### config.mk
export PLATFORM = sky130hd
export DESIGN_NAME = sv_host
export DESIGN_NICKNAME = d
export VERILOG_FILES = /design/src/rtl/sv_host.sv
export SDC_FILE = /design/constraint.sdc
export NUM_CORES = 1
export LEC_CHECK = 0
export BUFFER_PORTS_ARGS = -buffer_cell sky130_fd_sc_hd__buf_2
export CAP_MARGIN = 20
export CORE_MARGIN = 5
export CORE_UTILIZATION = 45
export CTS_CLUSTER_SIZE = 25
export DETAILED_ROUTE_END_ITERATION = 10
export PLACE_DENSITY_LB_ADDON = 0.05
export SLEW_MARGIN = 25
export SYNTH_ARGS = -nofsm -noshare
export SYNTH_HDL_FRONTEND = slang
export SYNTH_SLANG_ARGS = --single-unit
### constraint.sdc
create_clock -name clk -period 2.1 [get_ports clk]
set_input_delay 0.315 -clock clk [delete_from_list [all_inputs] [get_ports clk]]
set_output_delay 0.315 -clock clk [all_outputs]
set_load 0.02 [all_outputs]
### src/rtl/sv_host.sv
// Host-side command sequencer: turns block/start/run commands into 32-bit core
// bus accesses and waits for the core's completion interrupt.
//
// state    | meaning
// IDLE     | ready for a command
// WRITE    | issuing 8 word writes of the latched block
// READ     | issuing 8 pipelined word reads, capturing d_i one cycle later
// SET      | single write of the start address to 0x80
// RUN      | single write to 0x00 to kick the core
// WAIT_IRQ | counting cycles until irq_i or timeout
// RESP     | one-cycle response pulse
module sv_host #(
    parameter int ADDR_SIZE  = 32,
    parameter int DATA_SIZE  = 32,
    parameter int BLOCK_SIZE = 256,
    parameter int TIMEOUT    = 100000
) (
    input  logic                  clk,
    input  logic                  areset,
    input  logic                  cmd_valid_i,
    output logic                  cmd_ready_o,
    input  logic [1:0]            cmd_op_i,
    input  logic [2:0]            cmd_bank_i,
    input  logic [BLOCK_SIZE-1:0] cmd_data_i,
    output logic                  rsp_valid_o,
    output logic                  rsp_err_o,
    output logic [BLOCK_SIZE-1:0] rsp_data_o,
    output logic [ADDR_SIZE-1:0]  a_o,
    output logic                  c_o,
    output logic                  w_o,
    output logic [2:0]            s_o,
    output logic [DATA_SIZE-1:0]  d_o,
    input  logic [DATA_SIZE-1:0]  d_i,
    input  logic                  core_ready_i,
    input  logic                  irq_i
);

    typedef enum logic [2:0] {
        S_IDLE,
        S_WRITE,
        S_READ,
        S_SET,
        S_RUN,
        S_WAIT_IRQ,
        S_RESP
    } state_t;

    localparam logic [1:0] OP_WRITE = 2'd0;
    localparam logic [1:0] OP_READ  = 2'd1;
    localparam logic [1:0] OP_SET   = 2'd2;
    localparam logic [1:0] OP_RUN   = 2'd3;

    state_t                  state;
    state_t                  state_next;
    logic [2:0]              bank_q;
    logic [BLOCK_SIZE-1:0]   data_q;
    logic [3:0]              idx;
    logic                    rd_pend;
    logic [2:0]              cap_idx;
    logic [31:0]             cnt;
    logic                    err_q;
    logic                    err_next;
    logic [BLOCK_SIZE-1:0]   rsp_data_q;
    logic                    accept;
    logic [31:0]             wr_word;

    assign accept      = cmd_valid_i && (state == S_IDLE);
    assign cmd_ready_o = (state == S_IDLE);
    assign rsp_valid_o = (state == S_RESP);
    assign rsp_err_o   = (state == S_RESP) && err_q;
    assign rsp_data_o  = rsp_data_q;
    assign s_o         = 3'd2;
    assign wr_word     = data_q[32*idx[2:0] +: 32];

    always_ff @(posedge clk or negedge areset) begin
        if (!areset) begin
            state <= S_IDLE;
        end else begin
            state <= state_next;
        end
    end

    always_comb begin
        state_next = state;
        err_next   = 1'b0;
        c_o        = 1'b0;
        w_o        = 1'b0;
        a_o        = '0;
        d_o        = '0;
        case (state)
            S_IDLE: begin
                if (cmd_valid_i) begin
                    case (cmd_op_i)
                        OP_WRITE: begin
                            // Banks 0 and 7 are not writable; answer with an error, no bus traffic.
                            if (cmd_bank_i == 3'd0 || cmd_bank_i == 3'd7) begin
                                state_next = S_RESP;
                                err_next   = 1'b1;
                            end else begin
                                state_next = S_WRITE;
                            end
                        end
                        OP_READ:  state_next = S_READ;
                        OP_SET:   state_next = S_SET;
                        default:  state_next = S_RUN;
                    endcase
                end
            end
            S_WRITE: begin
                if (core_ready_i) begin
                    c_o = 1'b1;
                    w_o = 1'b1;
                    a_o = ADDR_SIZE'({bank_q, 3'b000, idx[2:0], 2'b00});
                    d_o = DATA_SIZE'(wr_word);
                    if (idx == 4'd7) begin
                        state_next = S_RESP;
                    end
                end
            end
            S_READ: begin
                if (idx < 4'd8) begin
                    if (core_ready_i) begin
                        c_o = 1'b1;
                        a_o = ADDR_SIZE'({bank_q, 3'b000, idx[2:0], 2'b00});
                    end
                end else if (rd_pend) begin
                    // Last word lands this cycle.
                    state_next = S_RESP;
                end
            end
            S_SET: begin
                if (core_ready_i) begin
                    c_o        = 1'b1;
                    w_o        = 1'b1;
                    a_o        = ADDR_SIZE'(8'h80);
                    d_o        = DATA_SIZE'({24'b0, data_q[7:0]});
                    state_next = S_RESP;
                end
            end
            S_RUN: begin
                if (core_ready_i) begin
                    c_o        = 1'b1;
                    w_o        = 1'b1;
                    state_next = S_WAIT_IRQ;
                end
            end
            S_WAIT_IRQ: begin
                if (irq_i) begin
                    state_next = S_RESP;
                end else if (cnt == 32'(TIMEOUT - 1)) begin
                    state_next = S_RESP;
                    err_next   = 1'b1;
                end
            end
            S_RESP: begin
                state_next = S_IDLE;
            end
            default: begin
                state_next = S_IDLE;
            end
        endcase
    end

    always_ff @(posedge clk or negedge areset) begin
        if (!areset) begin
            bank_q     <= '0;
            data_q     <= '0;
            idx        <= '0;
            rd_pend    <= 1'b0;
            cap_idx    <= '0;
            cnt        <= '0;
            err_q      <= 1'b0;
            rsp_data_q <= '0;
        end else begin
            if (accept) begin
                bank_q  <= cmd_bank_i;
                data_q  <= cmd_data_i;
                idx     <= '0;
                cnt     <= '0;
                rd_pend <= 1'b0;
            end
            if (c_o && (state == S_WRITE || state == S_READ)) begin
                idx <= idx + 4'd1;
            end
            if (state == S_READ) begin
                rd_pend <= c_o;
                if (c_o) begin
                    cap_idx <= idx[2:0];
                end
                if (rd_pend) begin
                    rsp_data_q[32*cap_idx +: 32] <= d_i[31:0];
                end
            end
            if (state == S_WAIT_IRQ && state_next == S_WAIT_IRQ) begin
                cnt <= cnt + 32'd1;
            end
            if (state_next == S_RESP && state != S_RESP) begin
                err_q <= err_next;
            end
        end
    end

endmodule
# Word level (Yosys, flattened, before mapping)
# Index checks and enable logic that the tools add are counted.
[word_totals]
register_bits = 559
wordCells = 82
[classes]
addsub = 3
magnitude_cmp = 1
n_eq_ne = 14
shift = 3
mux = 36
n_reduce_logical = 16
[op_table]
columns = ["cell", "n"]
rows = [
  ["bitwise mux 256 bit", 1],
  ["variable shift 32 x 34 -> 256 bit, first input constant", 1],
  ["indexed part select 256 x 9 -> 32 bit", 1],
  ["indexed part select 32 x 34 -> 256 bit", 1],
  ["two-way mux 32 bit", 4],
  ["one-hot mux 32 bit (3 select lines)", 1],
  ["one-hot mux 32 bit (2 select lines)", 1],
  ["negation 8 -> 34 bit", 1],
  ["adder 32 x 1 -> 32 bit, second input constant", 1],
  ["equality test 32 x 17 -> 1 bit, second input constant", 1],
  ["two-way mux 3 bit", 10],
  ["equality test 3 bit, second input constant", 6],
  ["one-hot mux 3 bit (6 select lines)", 1],
  ["two-way mux 8 bit", 2],
  ["two-way mux 11 bit", 1],
  ["two-way mux 1 bit", 10],
  ["one-hot mux 3 bit (3 select lines)", 1],
  ["two-way mux 4 bit", 2],
  ["equality test 3 x 2 -> 1 bit, second input constant", 2],
  ["logical NOT 3 bit", 2],
  ["nonzero test 2 bit", 3],
  ["logical AND 1 bit", 5],
  ["adder 4 x 1 -> 4 bit, second input constant", 1],
  ["equality test 4 x 3 -> 1 bit, second input constant", 1],
  ["other kinds (10)", 13],
]

# Depth between registers and ports, before layout
[logic_depth]
ltp_word = 9
ltp_mapped = 10
mapped_depth_nobuf = 7

# Worst setup path after synthesis
# No wires, ideal clock.
[synth_timing]
kind = "flip-flop to flip-flop"
from = "reg state[2]"
to = "reg err_q"
arrival_time_ns = 2.164
setup_slack_ns = -0.192
path_stages_with_launch = 9
path_buffers = 2
period_less_slack_ns = 2.292
cell_sequence = "dfrtp_1 buf_4 nor3_1 and2_1 buf_2 o21ai_0 and3_1 nor3b_2 mux2_1"
[synth_via]
elab_cells_between_ends = 20
[synth_lines]
columns = ["element", "line_no", "text"]
rows = [
  ["start: declaration", "53", "state_t state;"],
  ["start signal: assignment", "79", "state <= state_next;"],
  ["logical NOT 3 bit *", "--", ""],
  ["net cmd_ready_o", "21", "output logic cmd_ready_o,"],
  ["one-hot mux 3 bit (6 select lines)", "90", "case (state)"],
  ["equality test 3 bit", "197", "if (state_next == S_RESP && state != S_RESP) begin"],
  ["logical AND 1 bit", "197", ""],
  ["end signal: assignment", "198", "err_q <= err_next;"],
  ["end: declaration", "61", "logic err_q;"],
]
# Mark *: on every way through the listed nets, which the timed path passes. The rest lies on a longest branch.
# A chain may end at the register's enable or synchronous reset.

# Worst setup path after layout
[layout_timing]
from = "reg idx[0]"
to = "out d_o[21]"
[layout_via]
elab_chain_len = 3
[layout_lines]
columns = ["element", "line_no", "text"]
rows = [
  ["start: declaration", "57", "logic [3:0] idx;"],
  ["start signal: assignment", "183", "idx <= idx + 4'd1;"],
  ["indexed part select 256 x 9 -> 32 bit", "73", "assign wr_word = data_q[32*idx[2:0] +: 32];"],
  ["two-way mux 32 bit", "110", "if (core_ready_i) begin"],
  ["one-hot mux 32 bit (2 select lines)", "90", ""],
  ["end: declaration", "32", "output logic [DATA_SIZE-1:0] d_o,"],
]
# Every way passes these cells.

==> metrics.md <==
| Metric | Value |
|---|---|
| Failing checks | `negative setup slack` |
| Leakage | `~17 nW` |
| Async set or reset register ratio after synthesis | `100%` |
| Dpl hpwl | `approximately 56,000 µm` |
| Netlist cell types | `63` |
| GRT overflow | `0` |
| Max-slew violation count | `0` |
| Routed Antenna Nets | `0` |
| Worst Path Arrival | `between 2000 and 2500 ps` |
| Ys Warns | `0` |
| Commonest non-fill, non-tap cell in the layout | `nand2_1` |
| Final worst setup slack | `-613 ps` |
| NumNets Final | `about 3.7k` |
| Crit start category | `flip-flop` |
| Critical Path RT | `1780 ps` |
| GRT Resource Usage Total | `roughly 28%` |
| CTS sink count | `about 560` |
| H-tree depth | `2` |
| Total iterations of the first detailed-routing run | `8` |
| WS Path Type | `flip-flop to output pin` |
| Syn avg cell area | `about 9.9 µm²` |
| Clock Skews | `between 20 and 25 ps` |
| Initial core utilization | `between 40% and 50%` |
| Die height | `approximately 240 µm` |
| Final Wtd Congestion | `slightly below 0.9` |
| Largest net degree at the start of global routing | `131` |
| Period utilisation layout | `129%` |
| Number of placed I/O pins | `~630` |
| Die W | `242 µm` |
| DP Area | `roughly 29,000 µm²` |
| CTS tree | `yes` |
| Peak supply drop | `782 µV` |
| Vias in the first global route | `around 22k` |
| Max-cap violations | `0` |
| HP Class | `primary input to flip-flop` |
| Clock Tree Buf Depth | `3` |
| Pwr Density | `roughly 1300 nW/µm²` |
| DIE AREA | `between 50,000 and 60,000 µm²` |
| Slowest CP cell | `dfrtp_4` |
| Power Total | `~44 mW` |
| Vias/cell | `5.16` |
| RSZ-0062 raised after global routing | `yes` |
| Setup violators final | `44` |
| Achievable frequency | `369 MHz` |
| Register area share after synthesis | `about 58%` |
| Drt wl/cell | `approximately 20 µm` |
| Crit-path leading delay family | `multiplexers` |
| PortBufs | `a little under 600` |
| Insertion delay to the later sink of the worst-skew pair | `approximately 620 ps` |
| Design area | `around 35,000 µm²` |
| Slew HR | `approximately 65%` |
| Clk pin slew, worst setup/hold paths | `around 50 ps` |
| Crit path max fanout | `6` |
| Final hold vios | `0` |
| Status | `complete, but fails checks` |
| Core box area | `between 50,000 and 60,000 µm²` |
| Number of synthesized flops with an enable pin | `0` |
| Row Count | `85` |
| Final wirelength | `between 80,000 and 90,000 µm` |
| CP most frequent cell | `buf_12` |
| Global-route wire length before repair | `around 130,000 µm` |
| Post-Route Setup TNS | `-18,300 ps` |
| Most frequent cells in the layout | `nand2_1, buf_2, dfrtp_1, dlygate4sd3_1, buf_4` |
| CP peak stage delay | `between 500 and 600 ps` |
| Worst-margin pin slew | `roughly 530 ps` |
| Vias post-DR | `21.5k` |
| CP Capture Type | `output pin` |
| Cts bufs inserted | `just over 60` |
| Initial DRC count | `approximately 1.6k` |
| Syn Std Cell Area | `~24,000 µm²` |
| # DRC | `0` |
| Seq cells post-synth | `559` |
| Min cycle time layout | `around 2700 ps` |
| Post-Syn Instances | `around 2.5k` |
| Top FF cell, synth | `dfrtp_1` |
| Root Driver | `clkbuf_16` |
| CP cell instances | `buf_12 > buf_12 > buf_12 > mux4_2 > mux2i_4 > nor2_2 > buf_6` |
| Synth-to-Final Area Change | `43.4%` |
| Share of layout cells above drive strength 1 | `between 30% and 40%` |
| Initial antenna violation count | `5` |
| Critical path buffers and inverters | `4` |
==> sequential cells by signal, summed over array words and instances, names as in the netlist <==
register	count
data_q	256
rsp_data_o	256
cnt	32
idx	4
bank_q	3
cap_idx	3
state	3
err_q	1
rd_pend	1
==> cell type report <==
class | count | area, µm²
diodes | 4 | 10.0
clock buffers | 96 | 1870
clock inverters | 13 | 155
fillers | 4237 | 18800
inverters | 13 | 48.8
multi-input cells | 1731 | 9880
flip-flops and latches | 559 | 14000
well taps | 696 | 871
repair buffers | 1048 | 7980
==> through the flow <==
| step | util [%] | cells | setup WS [ps] | hold WS (ps) |
|---|---|---|---|---|
| 3_3_place_gp | 54.1 | 3731 | -85.9 | 218 |
| 2_1_floorplan | - | 2476 | -21.9 | 19.4 |
| 6_report | 65.0 | 4160 | -613 | 36.0 |
| 4_1_cts | 63.9 | 4134 | -625 | 0.0793 |
| 5_1_grt | 65.0 | 4160 | -674 | 1.35 |
| 3_5_place_dp | 54.1 | 3731 | -98.8 | 224 |
==> power breakdown <==
part | internal (mW) | switching [mW] | leakage, nW
Clock | 6.43 | 4.42 | 0.994
Combinational | 7.34 | 9.52 | 9.81
Sequential | 14.6 | 2.17 | 6.49
==> Yosys cell counts, drive strengths merged, types with 2 or more instances <==
cell type | count | area, µm²
a21o | 2 | 15.0
a21oi | 6 | 30.0
a22o | 2 | 17.5
and2 | 11 | 68.8
and3 | 5 | 31.3
and3b | 2 | 17.5
and4 | 4 | 35.0
buf | 86 | 513
clkbuf | 88 | 332
conb | 2 | 7.51
dfrtp | 559 | 14000
ha | 6 | 75.1
inv | 13 | 48.8
mux2 | 106 | 1190
mux2i | 43 | 430
mux4 | 64 | 1440
nand2 | 1188 | 4460
nand2b | 3 | 18.8
nand3 | 42 | 210
nand3b | 2 | 27.5
nand4 | 10 | 62.6
nor2 | 49 | 196
nor2b | 4 | 25.0
nor3 | 8 | 50.1
nor3b | 6 | 55.1
nor4 | 9 | 83.8
o211ai | 8 | 90.1
o21ai | 89 | 457
o31ai | 7 | 77.6
o41ai | 2 | 17.5
or3 | 3 | 18.8
xnor2 | 6 | 52.6
==> cell families (layout without fill, tap and decap cells) <==
logic type,after synthesis,count (layout),synth area share [%]
multiplexers,213,213,12.6
flip-flops,559,559,57.6
adder cells (fa/ha/maj),6,6,0.309
XOR/XNOR,7,7,0.252
other,2,32,0.0309
AO/OA/AOI/OAI,125,125,3.24
AND/OR/NAND/NOR,1351,1352,22.3
buffers and inverters,187,1170,3.68
==> final timing paths <==
| path | from | to | slack (ps) | cells past startpoint |
|---|---|---|---|---|
| min reg2reg | rsp_data_o[254]$_DFFE_PN0P_ | rsp_data_o[254]$_DFFE_PN0P_ | 460 | 2 |
| min in group asynchronous | areset | rsp_data_o[105]$_DFFE_PN0P_ | 180 | 2 |
| min | d_i[7] | rsp_data_o[167]$_DFFE_PN0P_ | 40 | 3 |
| max reg2reg | idx[0]$_DFFE_PN0P_ | err_q$_DFFE_PN0P_ | -70 | 8 |
| max in group asynchronous | areset | rsp_data_o[153]$_DFFE_PN0P_ | 1040 | 4 |
| max | idx[0]$_DFFE_PN0P_ | d_o[21] | -610 | 7 |
==> layer usage <==
metal	global-route usage [%]	share of wire (%)	vias up
met5	0	0.0082	-
met4	8.96	3.3	2
met3	5.10	6.4	178
met2	45.3	49	837
met1	37.5	42	10600
li1	-	-	9842
==> worst reg2reg max path, cell delays in order, from the launching register on <==
cell	delay, ps
dfrtp_4	510
buf_12	160
buf_4	130
ha_2	190
and3b_2	220
a31oi_2	240
o221ai_4	120
nor3b_2	170
mux2_1	300
==> timing repair <==
action                     4_1_cts  5_1_grt
hold endpoints to repair       414        0
buffers inserted                16       17
pin swaps                       22       36
setup endpoints to repair      103      229
resized for setup               76       67
gates cloned                     4        8
hold buffers                   275        0
No activity file was read; power rests on OpenSTA's default activity.
